### src/rtl/cpu_pkg.sv
// ============================================================================
// Module      : cpu_pkg
// Description : Shared phase encodings, sequencer defaults and opcode constants
// Revision    : 1.0 - initial release
// ============================================================================
`default_nettype none

package cpu_pkg;

    localparam logic [3:0] ST_IDLE     = 4'd0;
    localparam logic [3:0] ST_FETCH    = 4'd1;
    localparam logic [3:0] ST_DECODE   = 4'd2;
    localparam logic [3:0] ST_REG_READ = 4'd3;
    localparam logic [3:0] ST_EXECUTE  = 4'd4;
    localparam logic [3:0] ST_MEM      = 4'd5;
    localparam logic [3:0] ST_WB_SEL   = 4'd6;
    localparam logic [3:0] ST_WB       = 4'd7;
    localparam logic [3:0] ST_PC_UPD   = 4'd8;
    localparam logic [3:0] ST_HALTED   = 4'd9;

    typedef enum logic [3:0] {
        S_IDLE     = ST_IDLE,
        S_FETCH    = ST_FETCH,
        S_DECODE   = ST_DECODE,
        S_REG_READ = ST_REG_READ,
        S_EXECUTE  = ST_EXECUTE,
        S_MEM      = ST_MEM,
        S_WB_SEL   = ST_WB_SEL,
        S_WB       = ST_WB,
        S_PC_UPD   = ST_PC_UPD,
        S_HALTED   = ST_HALTED
    } phase_e;

    localparam int         MEM_TIMEOUT_DEFAULT = 15;
    localparam logic [3:0] HALT_OPCODE_DEFAULT = 4'b1111;

    // Opcodes decoded by control_unit
    localparam logic [3:0] OP_ADD  = 4'b0000;
    localparam logic [3:0] OP_SUB  = 4'b0001;
    localparam logic [3:0] OP_AND  = 4'b0010;
    localparam logic [3:0] OP_OR   = 4'b0011;
    localparam logic [3:0] OP_LW   = 4'b1000;
    localparam logic [3:0] OP_SW   = 4'b1001;
    localparam logic [3:0] OP_BEQ  = 4'b1100;
    localparam logic [3:0] OP_HALT = 4'b1111;

endpackage

`default_nettype wire

### src/rtl/mem_wait_timer.sv
// ============================================================================
// Module      : mem_wait_timer
// Description : Counts MEM-phase wait cycles and flags the timeout cycle
// Revision    : 1.0 - initial release
// ============================================================================
`default_nettype none

module mem_wait_timer
    import cpu_pkg::*;
#(
    parameter int MEM_TIMEOUT = MEM_TIMEOUT_DEFAULT
) (
    input  logic clk,
    input  logic rst,
    input  logic clear,
    input  logic count_en,
    output logic expired
);

    localparam int             CW    = $clog2(MEM_TIMEOUT + 1);
    localparam logic [CW-1:0]  LIMIT = CW'(MEM_TIMEOUT - 1);

    logic [CW-1:0] count_q;
    logic [CW-1:0] count_d;

    // Fires on the wait cycle that would be number MEM_TIMEOUT
    assign expired = count_en && !clear && (count_q == LIMIT);

    always_comb begin
        count_d = count_q;
        if (clear) begin
            count_d = '0;
        end else if (count_en && !expired) begin
            count_d = count_q + 1'b1;
        end
    end

    always_ff @(posedge clk or posedge rst) begin
        if (rst) begin
            count_q <= '0;
        end else begin
            count_q <= count_d;
        end
    end

endmodule

`default_nettype wire

### src/rtl/phase_sequencer.sv
// ============================================================================
// Module      : phase_sequencer
// Description : Multi-cycle instruction phase sequencer with MEM timeout
// Revision    : 1.0 - initial release
// ============================================================================
`default_nettype none

module phase_sequencer
    import cpu_pkg::*;
#(
    parameter int         MEM_TIMEOUT = MEM_TIMEOUT_DEFAULT,
    parameter logic [3:0] HALT_OPCODE = HALT_OPCODE_DEFAULT
) (
    input  logic       clk,
    input  logic       rst,
    input  logic       run,
    input  logic       step,
    input  logic       resume,
    input  logic [3:0] opcode,
    input  logic       mem_r_en,
    input  logic       mem_w_en,
    input  logic       reg_w_en,
    input  logic       mem_ready,
    output logic       fetch,
    output logic       decode,
    output logic       reg_rd,
    output logic       execute,
    output logic       access_mem,
    output logic       wb_sel,
    output logic       wb,
    output logic       update_pc,
    output logic [3:0] state,
    output logic       busy,
    output logic       halted,
    output logic       err,
    output logic [7:0] instr_count
);

    phase_e     state_q, state_d;
    logic       err_q, err_d;
    logic       mem_first_q, mem_first_d;
    logic [7:0] instr_count_q, instr_count_d;

    logic w_timer_clear;
    logic w_timer_count_en;
    logic w_timer_expired;

    assign w_timer_clear    = (state_q != S_MEM);
    assign w_timer_count_en = (state_q == S_MEM) && !mem_ready;

    mem_wait_timer #(
        .MEM_TIMEOUT (MEM_TIMEOUT)
    ) u_mem_wait_timer (
        .clk      (clk),
        .rst      (rst),
        .clear    (w_timer_clear),
        .count_en (w_timer_count_en),
        .expired  (w_timer_expired)
    );

    always_comb begin
        state_d       = state_q;
        err_d         = err_q;
        mem_first_d   = 1'b0;
        instr_count_d = instr_count_q;
        case (state_q)
            S_IDLE:     if (run || step) state_d = S_FETCH;
            S_FETCH:    state_d = S_DECODE;
            S_DECODE:   state_d = (opcode == HALT_OPCODE) ? S_HALTED : S_REG_READ;
            S_REG_READ: state_d = S_EXECUTE;
            S_EXECUTE: begin
                if (mem_r_en || mem_w_en) begin
                    state_d     = S_MEM;
                    mem_first_d = 1'b1;
                end else if (reg_w_en) begin
                    state_d = S_WB_SEL;
                end else begin
                    state_d = S_PC_UPD;
                end
            end
            S_MEM: begin
                // A late mem_ready still beats a timeout in the same cycle
                if (mem_ready) begin
                    state_d = reg_w_en ? S_WB_SEL : S_PC_UPD;
                end else if (w_timer_expired) begin
                    state_d = S_HALTED;
                    err_d   = 1'b1;
                end
            end
            S_WB_SEL:   state_d = S_WB;
            S_WB:       state_d = S_PC_UPD;
            S_PC_UPD: begin
                instr_count_d = instr_count_q + 8'd1;
                state_d       = run ? S_FETCH : S_IDLE;
            end
            S_HALTED: begin
                if (resume) begin
                    state_d = S_IDLE;
                    err_d   = 1'b0;
                end
            end
            default:    state_d = S_IDLE;
        endcase
    end

    always_ff @(posedge clk or posedge rst) begin
        if (rst) begin
            state_q       <= S_IDLE;
            err_q         <= 1'b0;
            mem_first_q   <= 1'b0;
            instr_count_q <= 8'd0;
        end else begin
            state_q       <= state_d;
            err_q         <= err_d;
            mem_first_q   <= mem_first_d;
            instr_count_q <= instr_count_d;
        end
    end

    always_comb begin
        fetch      = (state_q == S_FETCH);
        decode     = (state_q == S_DECODE);
        reg_rd     = (state_q == S_REG_READ);
        execute    = (state_q == S_EXECUTE);
        access_mem = (state_q == S_MEM) && mem_first_q;
        wb_sel     = (state_q == S_WB_SEL);
        wb         = (state_q == S_WB);
        update_pc  = (state_q == S_PC_UPD);
        busy       = (state_q != S_IDLE) && (state_q != S_HALTED);
        halted     = (state_q == S_HALTED);
    end

    assign state       = state_q;
    assign err         = err_q;
    assign instr_count = instr_count_q;

endmodule

`default_nettype wire

### config.mk
export PLATFORM = sky130hd
export DESIGN_NAME = phase_sequencer
export DESIGN_NICKNAME = d
export VERILOG_FILES = /design/src/rtl/cpu_pkg.sv /design/src/rtl/mem_wait_timer.sv /design/src/rtl/phase_sequencer.sv
export SDC_FILE = /design/constraint.sdc
export NUM_CORES = 1
export LEC_CHECK = 0
export BUFFER_PORTS_ARGS = -buffer_cell sky130_fd_sc_hd__buf_2
export CORE_MARGIN = 4
export CORE_UTILIZATION = 40
export DETAILED_ROUTE_END_ITERATION = 16
export PLACE_DENSITY = 0.66
export SETUP_SLACK_MARGIN = 0.05
export SLEW_MARGIN = 10
export SYNTH_ARGS = -nofsm -noshare
export SYNTH_HDL_FRONTEND = slang
export SYNTH_SLANG_ARGS = --single-unit
### constraint.sdc
create_clock -name clk -period 1.9 [get_ports clk]
set_input_delay 0.38 -clock clk [delete_from_list [all_inputs] [get_ports clk]]
set_output_delay 0.38 -clock clk [all_outputs]
set_load 0.01 [all_outputs]
==> results of run 1 <==
area by class of cell:
type,instances,area share (%)
Multi-Input combinational cell,83,40.9
Sequential cell,18,33.7
Timing Repair Buffer,46,19.1
Tap cell,30,2.78
Clock buffer,4,2.69
Inverter,3,0.833
per-stage QoR:
step,cell area [sq um],std cells
3_3_place_gp,1230,169
2_1_floorplan,1040,110
6_report,1350,184
3_5_place_dp,1230,169
4_1_cts,1310,179
5_1_grt,1350,184
power groups by stage:
| stage | Combinational [mW] | Clock, mW | Sequential, mW |
|---|---|---|---|
| floorplan | 0.419 | 0 | 0.569 |
| global placement | 0.563 | 0 | 0.617 |
| detailed placement | 0.561 | 0 | 0.632 |
| CTS | 0.668 | 0.251 | 0.608 |
| global route | 0.840 | 0.272 | 0.611 |
| finish | 0.757 | 0.245 | 0.590 |
worst max-delay path, cell delays in order, from the launching register on:
cell and delay (ns):
dfrtp_2 0.48, and4bb_2 0.39, and2_1 0.14, buf_2 0.12
cell usage after synthesis, types with 4 or more instances:
library cell / n / share of area, %
dfrtp_1: 18 / 43
nand2b_1: 4 / 2.4
and3_1: 5 / 3.0
nor2_1: 7 / 2.5
o21ai_0: 5 / 2.4
clkbuf_1: 5 / 1.8
a21oi_1: 5 / 2.4
nand3_1: 7 / 3.4
xnor2_1: 5 / 4.2
nor3_1: 4 / 1.9
nand2_1: 7 / 2.5
layer usage:
layer  vias to the layer above  GRT usage, %
met1                       461          20.5
li1                        488             -
met2                        35          24.0
met5                         -             0
met3                         2          1.10
met4                         0          8.09
flip-flops by register name (all words and copies together), names as in the netlist:
register	count
instr_count	8
err	1
mem_first_q	1
u_mem_wait_timer.count_q	4
state	4
logic make-up after synthesis:
family,after synthesis
AO/OA/AOI/OAI,21
flip-flops,18
multiplexers,1
buffers and inverters,9
AND/OR/NAND/NOR,51
XOR/XNOR,7
adder cells (fa/ha/maj),3
final timing paths:
| kind | slack, ns | from | depth (start not counted) | to |
|---|---|---|---|---|
| setup / recovery | 0.1 | state[1] | 3 | access_mem |
| hold / removal | 0.17 | rst | 2 | instr_count[7] |
| setup reg to reg | 0.36 | state[0] | 4 | instr_count[5] |
| hold reg to reg | 0.48 | instr_count[7] | 1 | instr_count[7] |
| max in group asynchronous | 1.26 | rst | 2 | state[0] |
| min in group clk | 0.36 | resume | 3 | err |
what timing repair did:
| item | CTS | global route |
|---|---|---|
| setup endpoints to repair | 3 | 3 |
| resized for setup | 4 | 1 |
| pin swaps | 0 | 1 |
| hold buffers | 0 | 0 |
| buffers inserted | 6 | 5 |
==> summary.md, run 1 <==
| Metric | Value |
|---|---|
| Run status | complete, no violations |
| Final setup violation count | 0 |
| Total power | 1.59 mW |
| Syn Inst Count | 110 |
| Setup CP Type | flip-flop to primary output |
| Total Routing Usage GR | 15.1% |
| Die Wd | 58.9 microns |
| First-pass DRT Iterations | 4 |
| Main combinational cell family by area after synthesis | simple AND/OR/NAND/NOR gates |
| Vias in the first global route | 899 |
| Final Skew | 0.00177 ns |
| Routed Wire Length | 2.54 mm |
| Core Area | 2480 sq um |
| Pwr dens | 1180 nW/um^2 |
| Worst VDD drop | 0.702 mV |
| Drt wl/cell | 13.8 microns |
| CP Max Fanout | 7 |
| Worst hold path class | input port to asynchronous set/reset pin |
| First-pass GRT wire length | 4.08 mm |
| # IOs | 36 |
| Avg Cell Area, Syn | 9.43 sq um |
| Sequential Power Share | 37.1% |
| NumNets Final | 171 |
| Ant. Diodes | 0 |
| Clock-pin slew on the worst setup and hold paths | 0.11 ns |
| Top Metal Used | met4 |
| Initial cell density of the core | 41.9% |
| Via count | 986 |
| Clock tree root buffer cell | clkbuf_4 |
| FFs w/ async S/R, synth | 100% |
| Static leakage | 0.695 nW |
| CTS tree | built |
| Setup TNS Final | 0 ns |
| CTS Buffer Depth | 2 |
| DR WL met3 | 124 microns |
| Final HPWL DP | 1.79 mm |
| Worst-Skew Late Latency | 0.30 ns |
| Multi-input logic area | 553 sq um |
| Antenna-violating nets left | 0 |
| Max Cap Violations | 0 |
| Mapped Nets | 126 |
| Final worst path period share | 95.0% |
| Area Overhead vs Synth | 30.3% |
| Share of layout cells above drive strength 1 | 37.7% |
| Minimum clock period | 1.80 ns |
| Clock power frac | 15.4% |
| Critical path arrival | 1.42 ns |
| Most common cell after layout, fill and taps aside | buf_2 |
| Gpl congestion | 0.841 |
| Cts bufs inserted | 3 |
| Adder-cell share of the synthesized area | 3.62% |
| Mapped cell area | 1040 sq um |
| Startpoint types | flip-flop |
| Initial DRC Count | 27 |
| Final core utilization | 54.5% |
| Internal | 0.966 mW |
| Synth Register Bits | 18 |
| Synth Area in Compound Gates | 13.3% |
| Met2 Wirelength | 1.21 mm |
| Die Ht | 58.9 microns |
| Slew of the pin with the lowest slew margin | 0.685 ns |
| Crit end category | primary output |
| Synth warn | 0 |
| Port-buffer cells | 35 |
| Slew margin rel. | 54.3% |
| Final WS setup | 0.0957 ns |
| Pin count of the biggest net entering global routing | 19 |
| Site Rows | 18 |
| GRT overflow | 0 |
| Post-synthesis simple-gate area fraction | 29.3% |
| Vias per std cell | 5.36 |
| Max Slew Vio Count | 0 |
| Hold Slack | 0.167 ns |
| Sw frac | 39.3% |
| Peak Freq | 554 MHz |
| DRT met1 WL | 1.18 mm |
| EDFF count, synth | 0 |
| DRC | 0 |
| Number of antenna violations at the first check in global routing | 0 |
| Filler cell count | 268 |
| CTS sink count | 18 |
| H-tree levels | 1 |
| Post-synthesis sequential area ratio | 43.4% |
| Post-synthesis mux area share | 1.09% |
| RSZ-0062 raised after global routing | true |
| Net Switching | 0.626 mW |
| Comb pwr share | 47.5% |
| Overall die area | 3470 sq um |
| Dpl ws | 0.244 ns |
| Distinct cells, synth | 36 |
| Most used flip-flop cell after synthesis | dfrtp_1 |
| Fin. Hold Viols | 0 |
| Synth Area in XOR/XNOR | 5.91% |
| Req. time, crit path | 1.52 ns |
| Commonest cells after routing, fill and taps aside | buf_2, dfrtp_1, buf_4 |
| Register area | 455 sq um |
(Power assumes the default switching activity.)
==> run 2: changes to the inputs <==
--- a/config.mk
+++ b/config.mk
@@ -6,10 +6,12 @@
 export NUM_CORES = 1
 export LEC_CHECK = 0
 export BUFFER_PORTS_ARGS = -buffer_cell sky130_fd_sc_hd__buf_2
+export CORE_ASPECT_RATIO = 0.7
 export CORE_MARGIN = 4
 export CORE_UTILIZATION = 40
 export DETAILED_ROUTE_END_ITERATION = 16
 export PLACE_DENSITY = 0.66
+export REMOVE_ABC_BUFFERS = 1
 export SETUP_SLACK_MARGIN = 0.05
 export SLEW_MARGIN = 10
 export SYNTH_ARGS = -nofsm -noshare
==> run 2 against run 1 <==
Sequential share of layout area up 1.2 points. Global-route usage increased by 0.86 points. Utilization fell by 2.0 points. Worst setup slack improved by 0.032 ns. Combinational power is 16% lower. First-iteration DRC count decreased by 19%. Highest routed layer unchanged. Power decreased by 2.8%. Sequential power increased by 2%. Routed wire length fell by 3.1%. Die area up 0.38%. Sequential cell count unchanged.
==> summary.md, run 2 (synthesis results as in run 1) <==
| Metric | Value |
|---|---|
| Core Area | 2480 sq um (unchanged) |
| Req. time, crit path | 1.52 ns (about the same) |
| Vias in the first global route | 906 (+0.78%) |
| Setup CP Type | flip-flop to primary output |
| Number of antenna violations at the first check in global routing | 0 (unchanged) |
| Share of layout cells above drive strength 1 | 32.6% (-5.0 points) |
| Slew margin rel. | 54.5% (+0.21 points) |
| Cts bufs inserted | 3 (unchanged) |
| Gpl congestion | 0.807 (-4.0%) |
| Pwr dens | 1190 nW/um^2 (+0.84%) |
| Die Ht | 50.6 microns (-14%) |
| Post_cts resized | 1 (-3) |
| Critical path arrival | 1.39 ns (-0.03 ns) |
| Port-buffer cells | 35 (unchanged) |
| CTS Buffer Depth | 2 (unchanged) |
| Final HPWL DP | 1.87 mm (+4.7%) |
| Max Slew Vio Count | 0 (unchanged) |
| Site Rows | 15 (-3) |
| Worst hold path class | input port to asynchronous set/reset pin |
| Peak Freq | 564 MHz (+1.8%) |
| Commonest cells after routing, fill and taps aside | buf_2, dfrtp_1, nor2_1, nand2_1, nand3_1 |
| Most common cell after layout, fill and taps aside | buf_2 |
| CTS sink count | 18 (unchanged) |
| Max reg flops | 8 (unchanged) |
| Antenna-violating nets left | 0 (unchanged) |
| Overall die area | 3480 sq um (+0.38%) |
| H-tree levels | 1 (unchanged) |
| Total Routing Usage GR | 16.0% (+0.86 points) |
| Via count | 950 (-3.7%) |
| Static leakage | 0.654 nW (-6.0%) |
| DRC | 0 (unchanged) |
| Clock-pin slew on the worst setup and hold paths | 0.07 ns (-0.04 ns) |
| Setup TNS Final | 0 ns (unchanged) |
| Final core utilization | 52.6% (-2.0 points) |
| Slew of the pin with the lowest slew margin | 0.682 ns (-0.00319 ns) |
| Area Overhead vs Synth | 25.6% |
| GRT overflow | 0 (unchanged) |
| Vias per std cell | 5.34 (-0.40%) |
| Routed Wire Length | 2.46 mm (-3.1%) |
| CP Max Fanout | 12 (+5) |
| Initial cell density of the core | 41.9% (unchanged) |
| Register-to-Register Path Depth | 4 (unchanged) |
| Crit end category | primary output |
| Worst-Skew Late Latency | 0.26 ns (-0.04 ns) |
| Post-CTS setup repair buffer count | 0 (-6) |
| Drt wl/cell | 13.8 microns (+0.19%) |
| First-pass DRT Iterations | 4 (unchanged) |
| Max Cap Violations | 0 (unchanged) |
| Final setup violation count | 0 (unchanged) |
| Startpoint types | flip-flop |
| First-pass GRT wire length | 4.20 mm (+2.9%) |
| RSZ-0062 raised after global routing | false |
| Pin count of the biggest net entering global routing | 19 (unchanged) |
| Die Wd | 68.9 microns (+17%) |
| Final worst path period share | 93.3% (-1.7 points) |
| CTS tree | built |
| Worst VDD drop | 0.623 mV (-11%) |
| Final Skew | 0.00627 ns (+0.00450 ns) |
| Minimum clock period | 1.77 ns (-0.0325 ns) |
| Ant. Diodes | 0 (unchanged) |
| Filler cell count | 233 (-13%) |
| NumNets Final | 161 (-5.8%) |
| # IOs | 36 (unchanged) |
| Clock tree root buffer cell | clkbuf_8 |
| Run status | complete, no violations |
| Initial DRC Count | 22 (-19%) |
| # hold bufs at CTS | 0 (unchanged) |
| Fin. Hold Viols | 0 (unchanged) |
==> run 2: final timing paths <==
check                                from  slack, ns                          end
min reg2reg                instr_count[7]       0.47               instr_count[7]
min in group clk                   resume       0.41                          err
max in group asynchronous             rst       1.20                     state[1]
max reg2reg                      state[1]       0.30               instr_count[5]
min                                   rst       0.21  u_mem_wait_timer.count_q[2]
max                              state[1]       0.13                    update_pc
==> run 2: critical path, cell delays in order, from the launching register on <==
cell     delay [ns]
dfrtp_2        0.49
nor4b_4        0.44
buf_2          0.21
==> run 2: cell type report <==
type | instances | area (sq um) | share of cell area [%]
Tap cell | 34 | 42.5 | 3.27
Multi-Input combinational cell | 83 | 553 | 42.5
Inverter | 3 | 11.3 | 0.865
Timing Repair Buffer | 36 | 186 | 14.3
Clock buffer | 4 | 55.1 | 4.23
Sequential cell | 18 | 454 | 34.9
==> run 2: power by group <==
part,switching (mW),internal [mW]
Clock,0.128,0.184
Sequential,0.137,0.461
Combinational,0.347,0.290
Total,0.613,0.935
==> run 2: stage by stage <==
step,cells,total power [mW],worst slack [ns],hold WS (ns),cell area [sq um]
after floorplan,104,0.959,0.261,0.319,1010
after global placement,174,1.21,0.328,0.469,1240
after detailed placement,174,1.22,0.250,0.474,1240
after CTS,178,1.55,0.0563,0.232,1290
after global routing,178,1.67,0.0664,0.289,1300
final,178,1.55,0.128,0.214,1300
==> run 2: layer usage <==
metal / share of wire, % / vias up / wire, microns / global-route usage (%)
met1: 48 / 459 / 1180 / 22.5
met3: 3.3 / 2 / 81 / 5.37
li1: - / 474 / - / -
met5: 0 / - / 0 / 0
met4: 0.24 / 0 / 6 / 3.24
met2: 49 / 15 / 1200 / 23.7
==> run 3: changes to the inputs <==
--- a/config.mk
+++ b/config.mk
@@ -6,10 +6,12 @@
 export NUM_CORES = 1
 export LEC_CHECK = 0
 export BUFFER_PORTS_ARGS = -buffer_cell sky130_fd_sc_hd__buf_2
+export CAP_MARGIN = 20
 export CORE_ASPECT_RATIO = 0.7
 export CORE_MARGIN = 4
 export CORE_UTILIZATION = 40
 export DETAILED_ROUTE_END_ITERATION = 16
+export MAX_ROUTING_LAYER = met4
 export PLACE_DENSITY = 0.66
 export REMOVE_ABC_BUFFERS = 1
 export SETUP_SLACK_MARGIN = 0.05
==> run 3 against run 2 <==
Sequential power about the same. Combinational power about the same. Routed wire length unchanged. Critical path type unchanged. Largest power group unchanged.
==> summary.md, run 3 (synthesis results as in run 1) <==
| Metric | Value |
|---|---|
| CP Max Fanout | 12 (unchanged) |
| Setup CP Type | flip-flop to primary output |
| Cts bufs inserted | 3 (unchanged) |
| Multi-input logic area | 553 sq um (unchanged) |
| Buffer and inverter count on the worst path | 1 (unchanged) |
| Clock power frac | 20.2% (about the same) |
| Crit end category | primary output |
| GRT overflow | 0 (unchanged) |
| Initial DRC Count | 22 (unchanged) |
| Net Switching | 0.613 mW (about the same) |
| Area Overhead vs Synth | 25.6% (unchanged) |
| Slew margin rel. | 54.5% (unchanged) |
| Slew of the pin with the lowest slew margin | 0.682 ns (unchanged) |
| Final Skew | 0.00627 ns (+0.000000610 ns) |
| Ant. Diodes | 0 (unchanged) |
| H-tree levels | 1 (unchanged) |
| Clock-pin slew on the worst setup and hold paths | 0.07 ns (about the same) |
| Gpl congestion | 0.819 (+1.5%) |
| Total power | 1.55 mW (about the same) |
| Comb pwr share | 41.1% (about the same) |
| Die Wd | 68.9 microns (unchanged) |
| CP cell instances | nor4b_4 -> buf_2 |
| Vias per std cell | 5.34 (unchanged) |
| Sequential Power Share | 38.7% (about the same) |
| Req. time, crit path | 1.52 ns (about the same) |
| Initial cell density of the core | 41.9% (unchanged) |
| Setup TNS Final | 0 ns (unchanged) |
| Clock tree root buffer cell | clkbuf_8 |
| Final worst path period share | 93.2% (about the same) |
| Port-buffer cells | 35 (unchanged) |
| Max Cap Violations | 0 (unchanged) |
| Critical path arrival | 1.39 ns (about the same) |
| RSZ-0062 raised after global routing | false |
| Final HPWL DP | 1.87 mm (unchanged) |
| First-pass GRT wire length | 4.19 mm (-0.17%) |
| Run status | complete, no violations |
| Via count | 950 (unchanged) |
| Startpoint types | flip-flop |
| Core Area | 2480 sq um (unchanged) |
| # hold bufs at CTS | 0 (unchanged) |
| Worst hold path class | input port to asynchronous set/reset pin |
| Max reg flops | 8 (unchanged) |
| NumNets Final | 161 (unchanged) |
| Total Routing Usage GR | 16.4% (+0.42 points) |
| Final setup violation count | 0 (unchanged) |
| Pin count of the biggest net entering global routing | 19 (unchanged) |
| Max incr delay on CP | 0.49 ns (about the same) |
| DRC | 0 (unchanged) |
| CTS sink count | 18 (unchanged) |
| Max Slew Vio Count | 0 (unchanged) |
| Peak Freq | 564 MHz (about the same) |
| Internal | 0.935 mW (about the same) |
| # IOs | 36 (unchanged) |
| Fin. Hold Viols | 0 (unchanged) |
| Static leakage | 0.654 nW (unchanged) |
| Antenna-violating nets left | 0 (unchanged) |
| Post-Layout Cell Count | 178 (unchanged) |
| Routed Wire Length | 2.46 mm (unchanged) |
| CTS Buffer Depth | 2 (unchanged) |
| Die Ht | 50.6 microns (unchanged) |
| Pwr dens | 1190 nW/um^2 (about the same) |
| CTS tree | built |
| # placed instances | 174 (unchanged) |
| Commonest cells after routing, fill and taps aside | buf_2, dfrtp_1, nor2_1, nand2_1, nand3_1 |
| Filler cell count | 233 (unchanged) |
| Worst VDD drop | 0.623 mV (about the same) |
| Minimum clock period | 1.77 ns (-0.000251 ns) |
| Worst-Skew Late Latency | 0.26 ns (about the same) |
| Critical path's top delay family | flip-flops |
| Share of layout cells above drive strength 1 | 32.6% (unchanged) |
| Most common cell after layout, fill and taps aside | buf_2 |
| Overall die area | 3480 sq um (unchanged) |
| Vias in the first global route | 906 (unchanged) |
| Drt wl/cell | 13.8 microns (unchanged) |
| Register area | 454 sq um (unchanged) |
| Number of antenna violations at the first check in global routing | 0 (unchanged) |
| First-pass DRT Iterations | 4 (unchanged) |
| Site Rows | 15 (unchanged) |
| Critical-path top delay cell | dfrtp_2 |
| Sw frac | 39.6% (about the same) |
## run 3: layout make-up
class / instances / share of cell area, %
clock buffer: 4 / 4.23
timing repair buffer: 36 / 14.3
sequential: 18 / 34.9
multi-input combinational: 83 / 42.5
tap: 34 / 3.27
inverter: 3 / 0.865
## run 3: path summary, 6_finish.rpt
path,startpoint,end,slack (ns),cells after the start
worst max register to register,state[1],instr_count[5],0.30,4
worst max-delay path,state[1],update_pc,0.13,2
worst min register to register,instr_count[7],instr_count[7],0.47,1
min in group clk,resume,err,0.41,3
worst min-delay path,rst,u_mem_wait_timer.count_q[2],0.21,2
max in group asynchronous,rst,state[1],1.20,2
## run 3: per-layer routing
layer	share of wire [%]	track usage (%)	routed length (microns)	up-vias
met5	0	-	0	-
met4	0.24	3.24	6	0
met3	3.3	5.37	81	2
met2	49	23.7	1200	15
met1	48	22.5	1180	459
li1	-	-	-	474
## run 3: what timing repair did
action,4_1_cts,5_1_grt
cloned,0,0
setup buffers,0,0
endpoints found under the setup margin,1,4
resized for setup,1,4
## run 3: per-stage QoR
step	util [%]	cell area (sq um)	hold slack [ns]	setup WS, ns
4_1_cts	52.3	1290	0.232	0.0563
5_1_grt	52.6	1300	0.289	0.0664
6_report	52.6	1300	0.214	0.128
3_5_place_dp	50.0	1240	0.474	0.250
3_3_place_gp	50.0	1240	0.469	0.328
2_1_floorplan	-	1010	0.319	0.261
## run 3: power by group through the flow
stage	combinational [mW]	clock [mW]	sequential [mW]
2_1_floorplan	0.338	0	0.621
3_5_place_dp	0.624	0	0.598
3_3_place_gp	0.624	0	0.586
6_report	0.637	0.312	0.599
4_1_cts	0.632	0.325	0.592
5_1_grt	0.709	0.342	0.619
